## src/rtl/lc_tx_filter.sv

```systemverilog
// Debounces and validates a synchronized lc_tx_t enable; On needs FilterCycles consecutive On samples,
// any non-On sample drops to Off in one edge, and too many consecutive invalid codes latch a fatal error.
module lc_tx_filter #(
  parameter int FilterCycles = 2,
  parameter int MaxTransient = 1,
  parameter int CntWidth     = 8
) (
  input  logic                clk_i,
  input  logic                rst_ni,
  input  logic [3:0]          lc_en_i,
  output logic [3:0]          lc_en_o,
  output logic                en_o,
  output logic                on_pulse_o,
  output logic                err_o,
  output logic [CntWidth-1:0] transient_cnt_o
);

  localparam int FW = (FilterCycles < 1) ? 1 : $clog2(FilterCycles + 1);
  localparam int TW = $clog2(MaxTransient + 2);

  localparam logic [3:0] LcOn  = 4'hA;
  localparam logic [3:0] LcOff = 4'h5;

  // Sparse encodings: a single upset cannot turn one legal state into another.
  typedef enum logic [5:0] {
    OffSt = 6'b010110,
    ArmSt = 6'b101001,
    OnSt  = 6'b110011,
    ErrSt = 6'b001100
  } state_e;

  state_e                state_q, state_d;
  logic [FW-1:0]         cnt_q, cnt_d;
  logic [TW-1:0]         trun_q, trun_d;
  logic [CntWidth-1:0]   tcnt_q, tcnt_d;
  logic [3:0]            lc_en_q, lc_en_d;
  logic                  en_q, en_d;
  logic                  on_pulse_q, on_pulse_d;
  logic                  err_q, err_d;

  logic is_on, is_inv, live;

  always_comb begin
    is_on   = (lc_en_i == LcOn);
    is_inv  = (lc_en_i != LcOn) && (lc_en_i != LcOff);
    live    = (state_q == OffSt) || (state_q == ArmSt) || (state_q == OnSt);
    state_d = state_q;
    cnt_d   = cnt_q;
    trun_d  = trun_q;
    tcnt_d  = tcnt_q;

    case (state_q)
      OffSt: begin
        if (is_on) begin
          cnt_d   = FW'(1);
          state_d = (FilterCycles <= 1) ? OnSt : ArmSt;
        end else begin
          cnt_d = '0;
        end
      end
      ArmSt: begin
        if (is_on) begin
          cnt_d = cnt_q + FW'(1);
          if (int'(cnt_q) + 1 >= FilterCycles) state_d = OnSt;
        end else begin
          cnt_d   = '0;
          state_d = OffSt;
        end
      end
      OnSt: begin
        if (!is_on) begin
          cnt_d   = '0;
          state_d = OffSt;
        end
      end
      default: state_d = ErrSt;
    endcase

    // The transient run is tracked in every live state; exceeding it wins over any other move.
    if (live) begin
      if (is_inv) begin
        if (tcnt_q != {CntWidth{1'b1}}) tcnt_d = tcnt_q + CntWidth'(1);
        if (int'(trun_q) + 1 > MaxTransient) begin
          state_d = ErrSt;
        end else begin
          trun_d = trun_q + TW'(1);
        end
      end else begin
        trun_d = '0;
      end
    end

    lc_en_d    = (state_d == OnSt) ? LcOn : LcOff;
    en_d       = (state_d == OnSt);
    on_pulse_d = (state_d == OnSt) && (state_q != OnSt);
    err_d      = (state_d == ErrSt);
  end

  always_ff @(posedge clk_i) begin
    if (!rst_ni) begin
      state_q    <= OffSt;
      cnt_q      <= '0;
      trun_q     <= '0;
      tcnt_q     <= '0;
      lc_en_q    <= LcOff;
      en_q       <= 1'b0;
      on_pulse_q <= 1'b0;
      err_q      <= 1'b0;
    end else begin
      state_q    <= state_d;
      cnt_q      <= cnt_d;
      trun_q     <= trun_d;
      tcnt_q     <= tcnt_d;
      lc_en_q    <= lc_en_d;
      en_q       <= en_d;
      on_pulse_q <= on_pulse_d;
      err_q      <= err_d;
    end
  end

  assign lc_en_o         = lc_en_q;
  assign en_o            = en_q;
  assign on_pulse_o      = on_pulse_q;
  assign err_o           = err_q;
  assign transient_cnt_o = tcnt_q;

  a_lc_en_legal: assert property (@(posedge clk_i) disable iff (!rst_ni)
    (lc_en_o == LcOn) || (lc_en_o == LcOff));
  a_err_sticky: assert property (@(posedge clk_i) (err_o && rst_ni) |=> err_o);
  a_en_match: assert property (@(posedge clk_i) disable iff (!rst_ni)
    en_o == (lc_en_o == LcOn));

endmodule

```

## config.mk

```make
export PLATFORM = sky130hd
export DESIGN_NAME = lc_tx_filter
export DESIGN_NICKNAME = d
export VERILOG_FILES = /design/src/rtl/lc_tx_filter.sv
export SDC_FILE = /design/constraint.sdc
export NUM_CORES = 1
export LEC_CHECK = 0
export BUFFER_PORTS_ARGS = -buffer_cell sky130_fd_sc_hd__buf_2
export CORE_ASPECT_RATIO = 0.6
export CORE_MARGIN = 2
export CORE_UTILIZATION = 30
export CTS_BUF_LIST = sky130_fd_sc_hd__clkbuf_8
export CTS_CLUSTER_DIAMETER = 50
export DETAILED_ROUTE_END_ITERATION = 12
export HOLD_SLACK_MARGIN = 0.15
export PLACE_DENSITY_LB_ADDON = 0.05
export SYNTH_ARGS = -nofsm -noshare
export SYNTH_HDL_FRONTEND = slang
export SYNTH_SLANG_ARGS = --single-unit
```

## constraint.sdc

```tcl
create_clock -name clk_i -period 2.2 [get_ports clk_i]
set_input_delay 0.22 -clock clk_i [delete_from_list [all_inputs] [get_ports clk_i]]
set_output_delay 0.22 -clock clk_i [all_outputs]
set_load 0.005 [all_outputs]
```

-- After elaboration in Yosys (flattened, before gate mapping)
Index checks and enable logic that the tools add are counted.
- ROM bits: 0
- output and inout bits: 15
- bits in latches: 0
- word-level logic and storage cells: 50
- input bits: 6
- flip-flop bits (word level): 25
- bits in writable memories: 0
- memories kept: 0
- equality and inequality tests: 12
- div/mod/pow operators: 0
- bitwise gates (word level): 0
- reduce and logical (&&, ||, !) cells: 8
- multipliers: 0
- shift operators: 0
- multiplexer cells: 15
- add/subtract/negate cells: 5
- $lt $le $gt $ge: 2
- operators with widths (kind ; count):
    $mux 6 ; 7
    $eq 6x6->1 const B ; 3
    $pmux 6 s3 ; 1
    $add 8x1->8 const B ; 1
    $mux 2 ; 4
    $ne 8x8->1 const B ; 1
    $add 2x1->3 const B ; 2
    $eq 6x4->1 const B ; 1
    $eq 6x5->1 const B ; 1
    $ne 6x6->1 const B ; 1
    $pmux 2 s3 ; 1
    $add 2x1->2 const B ; 2
    $eq 4x4->1 const B ; 1
    $mux 4 ; 1
    $ne 2x2->1 const B ; 2
    $ne 4x3->1 const B ; 1
    $ne 4x4->1 const B ; 1
    $reduce_and 2->1 ; 2
    $ge 3x2->1 const B ; 1
    $gt 3x1->1 const B ; 1
    $reduce_and 3->1 ; 1
    $reduce_bool 3->1 ; 1
    $logic_and 1x1->1 ; 2
    $logic_or 1x1->1 ; 2
    $mux 1 ; 1

-- Longest topological paths before layout
Gate-level depths: netlist of run 1.
- depth after elaboration: 10
- gate-level depth with buffers: 6
- mapped depth without buffers: 6

-- Worst setup path after synthesis of run 1
Ideal clock, no wire load.
- kind: reg2reg
- from: register tcnt_q[0], in the netlist transient_cnt_o[0]
- to: register tcnt_q[7], in the netlist transient_cnt_o[7]
- cell stages (with the launch flop): 7
- required time: 2.072 ns
- slack: 0.467 ns
- arrival: 1.605 ns
- period minus slack after synthesis: 1.733 ns
- path buffers: 0
- cells stage by stage: dfxtp_1 > ha_1 > and3_1 > a211o_4 > a2111oi_2 > xnor2_1 > nor2_1
- longest elaborated chain between the ends: 2
- elaborated cells between the ends (all ways): 3
- those cells by class: 1 x add/sub; 1 x eq/ne; 1 x reduce/logical
- ends and longest elaborated chain (item ; line ; RTL):
    start, declared ; 35 ; logic [CntWidth-1:0] tcnt_q, tcnt_d;
    start signal, assigned ; 113 ; tcnt_q <= tcnt_d;
    parallel branches: the longest is 2 deep, another holds $add 8x1->8 ; -- ;
Parallel ways; which one is timed is not known.
A chain may end at the register's enable or synchronous reset.

-- Worst setup path after layout of run 1
Same ends and word-level chain as after synthesis.

==> out/metrics.csv, run 1 <==
metric,value,unit
final_cells,171,
design_area,0.00122,mm²
die_h,49.4,µm
rows,16,
synthAdderAreaFrac,3.65,%
vdd_drop_max,218,µV
first_global_vias,715,
antenna_found_initial,0,
gp_congestion,0.756,
worstPathArrival,1980,ps
place_ws,362,ps
maxCapViolCount,0,
drive_gt1_share,25.4,%
fp.dieW,79.6,µm
design.core.area,0.00326,mm²
synth_cell_type_count,39,
ys.warnings.count,0,
synthMuxAreaShare,1.09,%
track_usage,11.7,%
place_inst,167,
cts_setup_buffers,0,
fin_crit,1840,ps
setup_tns,0,ps
ys_seq_elements,22,
avgSynthCellArea,9.61,µm²
clk_latency,260,ps
route.detailed.drc,0,
grt_max_degree,14,
cts_tree,built,
drt_iter0_drc,40,
synth_cells,107,
syn_area,0.00103,mm²
fin_nets,136,
powerDensity,679,mW/mm²
start_util,31.5,%
grt_pass1_wl,3.48,mm
grt_overflow,0,
slew_violations,0,
cts_buffer_depth,2,
place_area,0.00115,mm²
leakagePower,0.488,nW
yosysSeqAreaShare,42.8,%
io_buffers,20,
vias,758,
worst_pin_slew,586,ps
synth-simple-area-share,20.6,%
clock-sinks,22,
hold_viol,0,
finClkSkew,7.58,ps
relSlewSlack,60.4,%
end_kind,register,
dp_hpwl,1.49,mm
fmax,543,MHz
cts.clk_slew.worst_paths,80,ps
cp-start-kind,register,
wl_per_cell,11.8,µm
numCtsBuffers,3,
rsz0062_at_grt,false,
postCtsHoldBufs,0,
syn2layout_area_growth,18.7,%
cts.htree.levels,1,
dr.pass1.iters,4,
whs,296,ps
crit_fanout,7,
critical_path_class,reg2reg,
ant_nets,0,
fin_crit_sh,83.7,%
drt-total-wl,2.01,mm
setup_slack,359,ps
worstPathRequired,2340,ps
synth_xor_xnor_area_share,5.96,%
setup_violations,0,
nFillCells,333,
io_pins,21,
synth_top_family_by_area,simple AND/OR/NAND/NOR gates,
viasPerCell,4.43,
synth_compound_area_share,17.8,%
antenna_cells,0,
syn_nets,116,
status,completed,
min_path_type,in2reg,
die-area,0.00393,mm²
cts-resized-gates,0,
clock-root-buffer,clkbuf_8,
-- area by class of cell --
type / count / area [µm²] / share of cell area (%)
clock inverters: 1 / 30.0 / 2.46
well taps: 45 / 56.3 / 4.61
flip-flops and latches: 22 / 440 / 36.1
repair buffers: 21 / 108 / 8.81
clock buffers: 3 / 41.3 / 3.38
multi-input cells: 68 / 504 / 41.3
inverters: 11 / 41.3 / 3.38
-- per-layer routing --
metal	up-vias	share of wire (%)	GRT usage, %
li1	417	-	-
met4	0	0	3.45
met2	14	39	15.1
met1	327	57	17.6
met3	0	3.9	4.44
met5	-	0	0
-- flip-flops by register name, indices dropped and copies added (netlist names) --
name and flops:
cnt_q 2, err_o 1, lc_en_o 2, on_pulse_o 1, state_q 6, transient_cnt_o 8
trun_q 2
-- path summary, 6_finish.rpt --
check                                        start                 end  slack [ps]  cells after the start
worst max-delay path            transient_cnt_o[0]  transient_cnt_o[7]         360                      6
worst min register to register           trun_q[1]           trun_q[1]         480                      1
worst max register to register  transient_cnt_o[0]  transient_cnt_o[7]         360                      6
worst min-delay path                        rst_ni          state_q[5]         300                      2
-- report_power, final --
group | leakage (nW) | internal, W | total, W | switching (W)
Clock | 0.0357 | 0.000243 | 0.000374 | 0.000131
Combinational | 0.274 | 0.0000184 | 0.0000452 | 0.0000268
Sequential | 0.179 | 0.000406 | 0.000410 | 0.00000448
Total | 0.488 | 0.000667 | 0.000830 | 0.000163
-- cells by family after synthesis --
kind of cell	Yosys count
AO/OA/AOI/OAI	19
flip-flops	22
multiplexers	1
buffers and inverters	17
adder cells (fa/ha/maj)	3
XOR/XNOR	7
AND/OR/NAND/NOR	38
-- layout by cell type, fill, tap and decap left out, types with 2 or more instances in the layout --
cell / synthesis / final
buf_2: 1 / 20
clkbuf_8: 0 / 3
nand2_1: 6 / 6
inv_1: 11 / 11
and4_1: 2 / 2
xnor2_1: 7 / 7
dfxtp_1: 22 / 22
and3_1: 3 / 3
a2111oi_2: 4 / 4
ha_1: 3 / 3
a21oi_1: 2 / 2
nand3_1: 5 / 5
nor2_1: 10 / 10
nand3b_1: 2 / 2
a211oi_1: 2 / 2
-- stage by stage --
stage | utilization [%] | total power [W]
floorplan | - | 0.000449
global placement | 35.2 | 0.000464
detailed placement | 35.2 | 0.000465
CTS | 37.4 | 0.000846
global route | 37.4 | 0.000870
finish | 37.4 | 0.000830
-- cells in the mapped netlist --
master	n	area share, %
a2111oi_2	4	5.8
a211o_4	1	1.7
a211oi_1	2	1.5
a21oi_1	2	0.97
a22o_1	1	0.85
a22oi_1	1	0.73
a31oi_1	1	0.61
and2_1	1	0.61
and3_1	3	1.8
and3b_1	1	0.85
and4_1	2	1.7
and4bb_1	1	1.2
buf_2	1	0.49
buf_4	3	2.2
buf_6	1	1.1
clkbuf_1	1	0.36
dfxtp_1	22	43
ha_1	3	3.7
inv_1	11	4.0
mux2_2	1	1.1
nand2_1	6	2.2
nand2b_1	1	0.61
nand3_1	5	2.4
nand3b_1	2	1.5
nand4_1	1	0.61
nor2_1	10	3.7
nor3_1	1	0.49
nor3b_1	1	0.73
nor4_1	1	0.61
nor4bb_1	1	0.97
o2111ai_1	1	0.85
o21ai_0	1	0.49
o21bai_2	1	1.1
o22ai_1	1	0.61
o31a_1	1	0.85
o32ai_1	1	0.85
o41ai_1	1	0.85
or3_1	1	0.61
xnor2_1	7	6.0
-- worst max-delay path: stages, from the launching register on --
cell and delay (ps):
dfxtp_1 350, ha_1 230, and3_1 190, a211o_4 380, a2111oi_2 360, xnor2_1 170
nor2_1 50
No activity file was read; power rests on OpenSTA's default activity.
==> run 2: changes to the inputs <==
--- a/config.mk
+++ b/config.mk
@@ -5,6 +5,7 @@
 export SDC_FILE = /design/constraint.sdc
 export NUM_CORES = 1
 export LEC_CHECK = 0
+export ABC_AREA = 1
 export BUFFER_PORTS_ARGS = -buffer_cell sky130_fd_sc_hd__buf_2
 export CORE_ASPECT_RATIO = 0.6
 export CORE_MARGIN = 2
==> constraint.sdc (replaced) <==
create_clock -name clk_i -period 1.6 [get_ports clk_i]
set_input_delay 0.16 -clock clk_i [delete_from_list [all_inputs] [get_ports clk_i]]
set_output_delay 0.16 -clock clk_i [all_outputs]
set_load 0.005 [all_outputs]
==> run 2 against run 1 <==
  * Maximum frequency up 28%
  * Power up 40%
  * Clock power up 39%
  * Combinational power up 69%
==> out/metrics.csv, run 2 <==
metric,value,unit
status,completed,
clk_latency,260,ps
synth-edff-count,0,
critical-path-max-stage-delay,370,ps
crit_fanout,9,
design.core.area,0.00379,mm²
cts-resized-gates,0,
slew_violations,0,
wl_per_cell,11.6,µm
rows,17,
grt_pass1_wl,4.32,mm
maxCapViolCount,0,
critPathSlowestCell,dfxtp_2,
start_util,32.1,%
dp_hpwl,2.13,mm
cts_tree,built,
syn_nets,176,
setup_tns,0,ps
design_area,0.00144,mm²
fin_util,37.9,%
vias,1069,
cp-start-kind,register,
hold_viol,0,
worstPathCellList,ha_2 > inv_1 > nor2_4 > nand4_4 > nand3_4 > nand2_1 > a21oi_1,
finClkSkew,3.63,ps
leakagePower,0.672,nW
fp.dieW,86.2,µm
route.detailed.drc,0,
fin_crit,1440,ps
cts.clk_slew.worst_paths,80,ps
synth_cells,167,
first_global_vias,865,
setup_violations,0,
die_h,53.3,µm
ys.warnings.count,0,
avgSynthCellArea,7.28,µm²
drt_iter0_drc,41,
antenna_found_initial,0,
dr.pass1.iters,4,
ant_nets,0,
min_path_type,in2reg,
yosysMostFrequentCell,nand2_1,
grt_max_degree,16,
worst_pin_slew,499,ps
worstPathRequired,1800,ps
drive_gt1_share,27.7,%
clock-sinks,22,
p_total,0.00116,W
ys_seq_elements,22,
syn_area,0.00122,mm²
path_buf_inv,1,
powerDensity,810,mW/mm²
cts_buffer_depth,2,
numCtsBuffers,3,
io_buffers,20,
critical_path_class,reg2reg,
place_area,0.00135,mm²
critical-path-top-delay-family,simple AND/OR/NAND/NOR gates,
fmax,697,MHz
yosysSeqAreaShare,36.2,%
async_flop_share,0,%
fin_crit_sh,89.7,%
synthTopCellsByCount,"43 x nand2_1, 22 x dfxtp_1, 22 x inv_1, 13 x a21oi_1, 11 x nand4_1",
fin_nets,198,
relSlewSlack,66.7,%
synth_area_leader_cell,dfxtp_1,
postCtsHoldBufs,0,
whs,204,ps
cts.htree.levels,1,
grt_overflow,0,
synth.area.top_cells,"dfxtp_1 36%, nand2_1 13%, inv_1 6.8%",
clock-root-buffer,clkbuf_8,
die-area,0.00460,mm²
vdd_drop_max,434,µV
synth_ff_type,dfxtp_1,
end_kind,register,
rsz0062_at_grt,false,
synth_cell_type_count,26,
viasPerCell,4.55,
antenna_cells,0,
layout_common_cells,"43 x nand2_1, 22 x inv_1, 21 x dfxtp_1",
drt-total-wl,2.73,mm
syn2layout_area_growth,18.0,%
worstPathArrival,1630,ps
gp_congestion,0.817,
synth_top_cell_area_share,36.2,%
cts_setup_buffers,0,
largest_reg_flops,8,
layout_commonest_cell,nand2_1,
io_pins,21,
track_usage,12.8,%
-- run 2: cell types whose count changed after synthesis, sizes merged, moves of 6 or more --
cell,delta
a21oi,+12
inv,+16
nand2,+40
nand3,+6
nand4,+12
nor2,+7
xnor2,-6
-- run 2: worst paths after layout --
kind,start,to,slack (ps),cells past startpoint
setup / recovery,transient_cnt_o[0],transient_cnt_o[7],160,7
hold / removal,rst_ni,state_q[2],200,2
setup reg to reg,transient_cnt_o[0],transient_cnt_o[7],160,7
hold reg to reg,cnt_q[1],cnt_q[1],470,2
-- run 2: cell families after synthesis --
group,after synthesis,share of synthesized area [%]
xor gates and xnor gates,2,1.44
DFF,22,36.2
AOI/OAI and AO/OA,16,6.89
buffers and inverters,34,12.3
and+or+nand+nor,90,40.0
adders and majority gates,3,3.09
-- run 2: through the flow --
stage,worst slack (ps),std cells
final,164,235
after global routing,36.9,235
after CTS,81.3,235
after detailed placement,98.8,231
after global placement,152,231
after floorplan,264,167
-- run 2: area by class of cell --
cell class / instances / area, µm²
Multi-Input combinational cell: 111 / 636
Clock inverter: 1 / 30.0
Tap cell: 47 / 58.8
Sequential cell: 22 / 442
Clock buffer: 3 / 41.3
Timing Repair Buffer: 23 / 123
Inverter: 28 / 105
Fill cell: 420 / 2350
-- run 2: layer usage --
metal	vias up	global-route usage, %	share of wire, %
met5	-	0	0
met2	27	15.1	35
li1	572	-	-
met1	468	19.9	58
met4	0	4.69	0.51
met3	2	4.37	5.8
-- run 2: power breakdown --
part	internal [W]	leakage (nW)	switching (W)	total, W
logic	0.0000266	0.457	0.0000497	0.0000763
clock network	0.000334	0.0357	0.000187	0.000521
registers	0.000557	0.179	0.00000755	0.000565
==> run 3: changes to the inputs <==
--- a/config.mk
+++ b/config.mk
@@ -13,6 +13,7 @@
 export CTS_BUF_LIST = sky130_fd_sc_hd__clkbuf_8
 export CTS_CLUSTER_DIAMETER = 50
 export DETAILED_ROUTE_END_ITERATION = 12
+export GPL_ROUTABILITY_DRIVEN = 0
 export HOLD_SLACK_MARGIN = 0.15
 export PLACE_DENSITY_LB_ADDON = 0.05
 export SYNTH_ARGS = -nofsm -noshare
==> constraint.sdc (replaced) <==
create_clock -name clk_i -period 1.6 [get_ports clk_i]
set_input_delay 0.32 -clock clk_i [delete_from_list [all_inputs] [get_ports clk_i]]
set_output_delay 0.32 -clock clk_i [all_outputs]
set_load 0.005 [all_outputs]
==> run 3 against run 2 <==
  * Sequential cell count stayed put
  * Clock skew hardly changed
  * Combinational power is 7.9% higher
  * Sequential share of layout area hardly changed
  * Sequential power hardly changed
  * Clock-buffer cell count is 1 higher
  * Largest power group unchanged
==> out/metrics.csv, run 3 (synthesis results as in run 2) <==
metric,value,unit
slew_violations,0,
start_util,32.1,%
clock-root-buffer,clkbuf_8,
rows,17,
postCtsHoldBufs,0,
clock-sinks,22,
route.detailed.drc,0,
fin_crit_sh,91.0,%
clk_latency,260,ps
place_inst,234,
worstPathArrival,1650,ps
crit_fanout,9,
io_pins,21,
ant_nets,0,
drive_gt1_share,27.7,%
viasPerCell,4.57,
antenna_cells,0,
cts.htree.levels,1,
min_path_type,in2reg,
cp-start-kind,register,
rsz0062_at_grt,true,
numCtsBuffers,3,
vdd_drop_max,267,µV
io_buffers,20,
worstPathRequired,1790,ps
antenna_found_initial,0,
powerDensity,736,mW/mm²
hold_viol,0,
cts-resized-gates,0,
status,completed,
die-area,0.00460,mm²
place_ws,140,ps
drt-total-wl,2.68,mm
relSlewSlack,63.9,%
layout_common_cells,"43 x nand2_1, 22 x inv_1, 22 x dfxtp_1",
die_h,53.3,µm
cts_tree,built,
grt_overflow,0,
worstPathCellList,ha_1 > inv_1 > nor2_4 > nand4_4 > nand3_2 > nand2_1 > a21oi_1,
design.core.area,0.00379,mm²
worst_pin_slew,541,ps
final_cells,238,
first_global_vias,968,
end_kind,register,
grt_pass1_wl,4.53,mm
critical_path_class,reg2reg,
cts_buffer_depth,2,
largest_reg_flops,8,
dp_hpwl,2.05,mm
finClkSkew,3.96,ps
fin_crit,1460,ps
leakagePower,0.682,nW
layout_commonest_cell,nand2_1,
cts_setup_buffers,0,
wl_per_cell,11.2,µm
fin_util,37.8,%
fin_nets,201,
vias,1088,
fmax,687,MHz
maxCapViolCount,0,
critPathSlowestCell,dfxtp_1,
cts.clk_slew.worst_paths,80,ps
critical-path-max-stage-delay,340,ps
grt_max_degree,16,
dr.pass1.iters,4,
fp.dieW,86.2,µm
drt_iter0_drc,77,
setup_slack,143,ps
setup_violations,0,
track_usage,12.8,%
syn2layout_area_growth,17.6,%
==> run 3: changes by cell type in the layout (fill, tap and decap cells not counted), sizes merged <==
cell / delta
buf: +3
clkbuf: +1
bufinv: -1
==> run 3: worst paths after layout <==
check	depth (start not counted)	slack [ps]	to	from
max	7	140	transient_cnt_o[7]	transient_cnt_o[0]
min	2	360	state_q[2]	rst_ni
max reg2reg	7	140	transient_cnt_o[7]	transient_cnt_o[0]
min reg2reg	2	470	trun_q[0]	trun_q[0]
==> run 3: cell type report <==
type	count	area (µm²)
clock buffers	4	55.1
fillers	411	2360
inverters	28	105
multi-input cells	111	626
flip-flops and latches	22	440
well taps	47	58.8
repair buffers	26	145
==> run 3: through the flow <==
| step | power (W) | hold WS, ps | instance area, µm² | TNS, ps |
|---|---|---|---|---|
| 2_1_floorplan | 0.000628 | 439 | 1220 | 0 |
| 3_3_place_gp | 0.000658 | 455 | 1380 | 0 |
| 3_5_place_dp | 0.000658 | 457 | 1380 | 0 |
| 4_1_cts | 0.00106 | 356 | 1430 | 0 |
| 5_1_grt | 0.00109 | 366 | 1430 | -53.9 |
| 6_report | 0.00105 | 355 | 1430 | 0 |
==> run 3: power by group <==
part	internal (W)	switching, W	total, W
clock network	0.000220	0.000188	0.000407
registers	0.000557	0.00000572	0.000563
logic	0.0000292	0.0000531	0.0000823
==> run 3: worst max-delay path, delay by kind of cell, from the launching register on <==
kind                     cells  cell delay, ps
AND/OR/NAND/NOR              4             640
flip-flops                   1             340
adder cells (fa/ha/maj)      1             190
AO/OA/AOI/OAI                1             130
buffers and inverters        1              80
==> run 3: metal layers <==
layer,up-vias,global-route usage [%],share of wire (%)
met5,-,0,0
met3,2,4.06,7.4
li1,577,-,-
met4,0,2.34,0.26
met2,35,17.8,35
met1,474,19.1,57
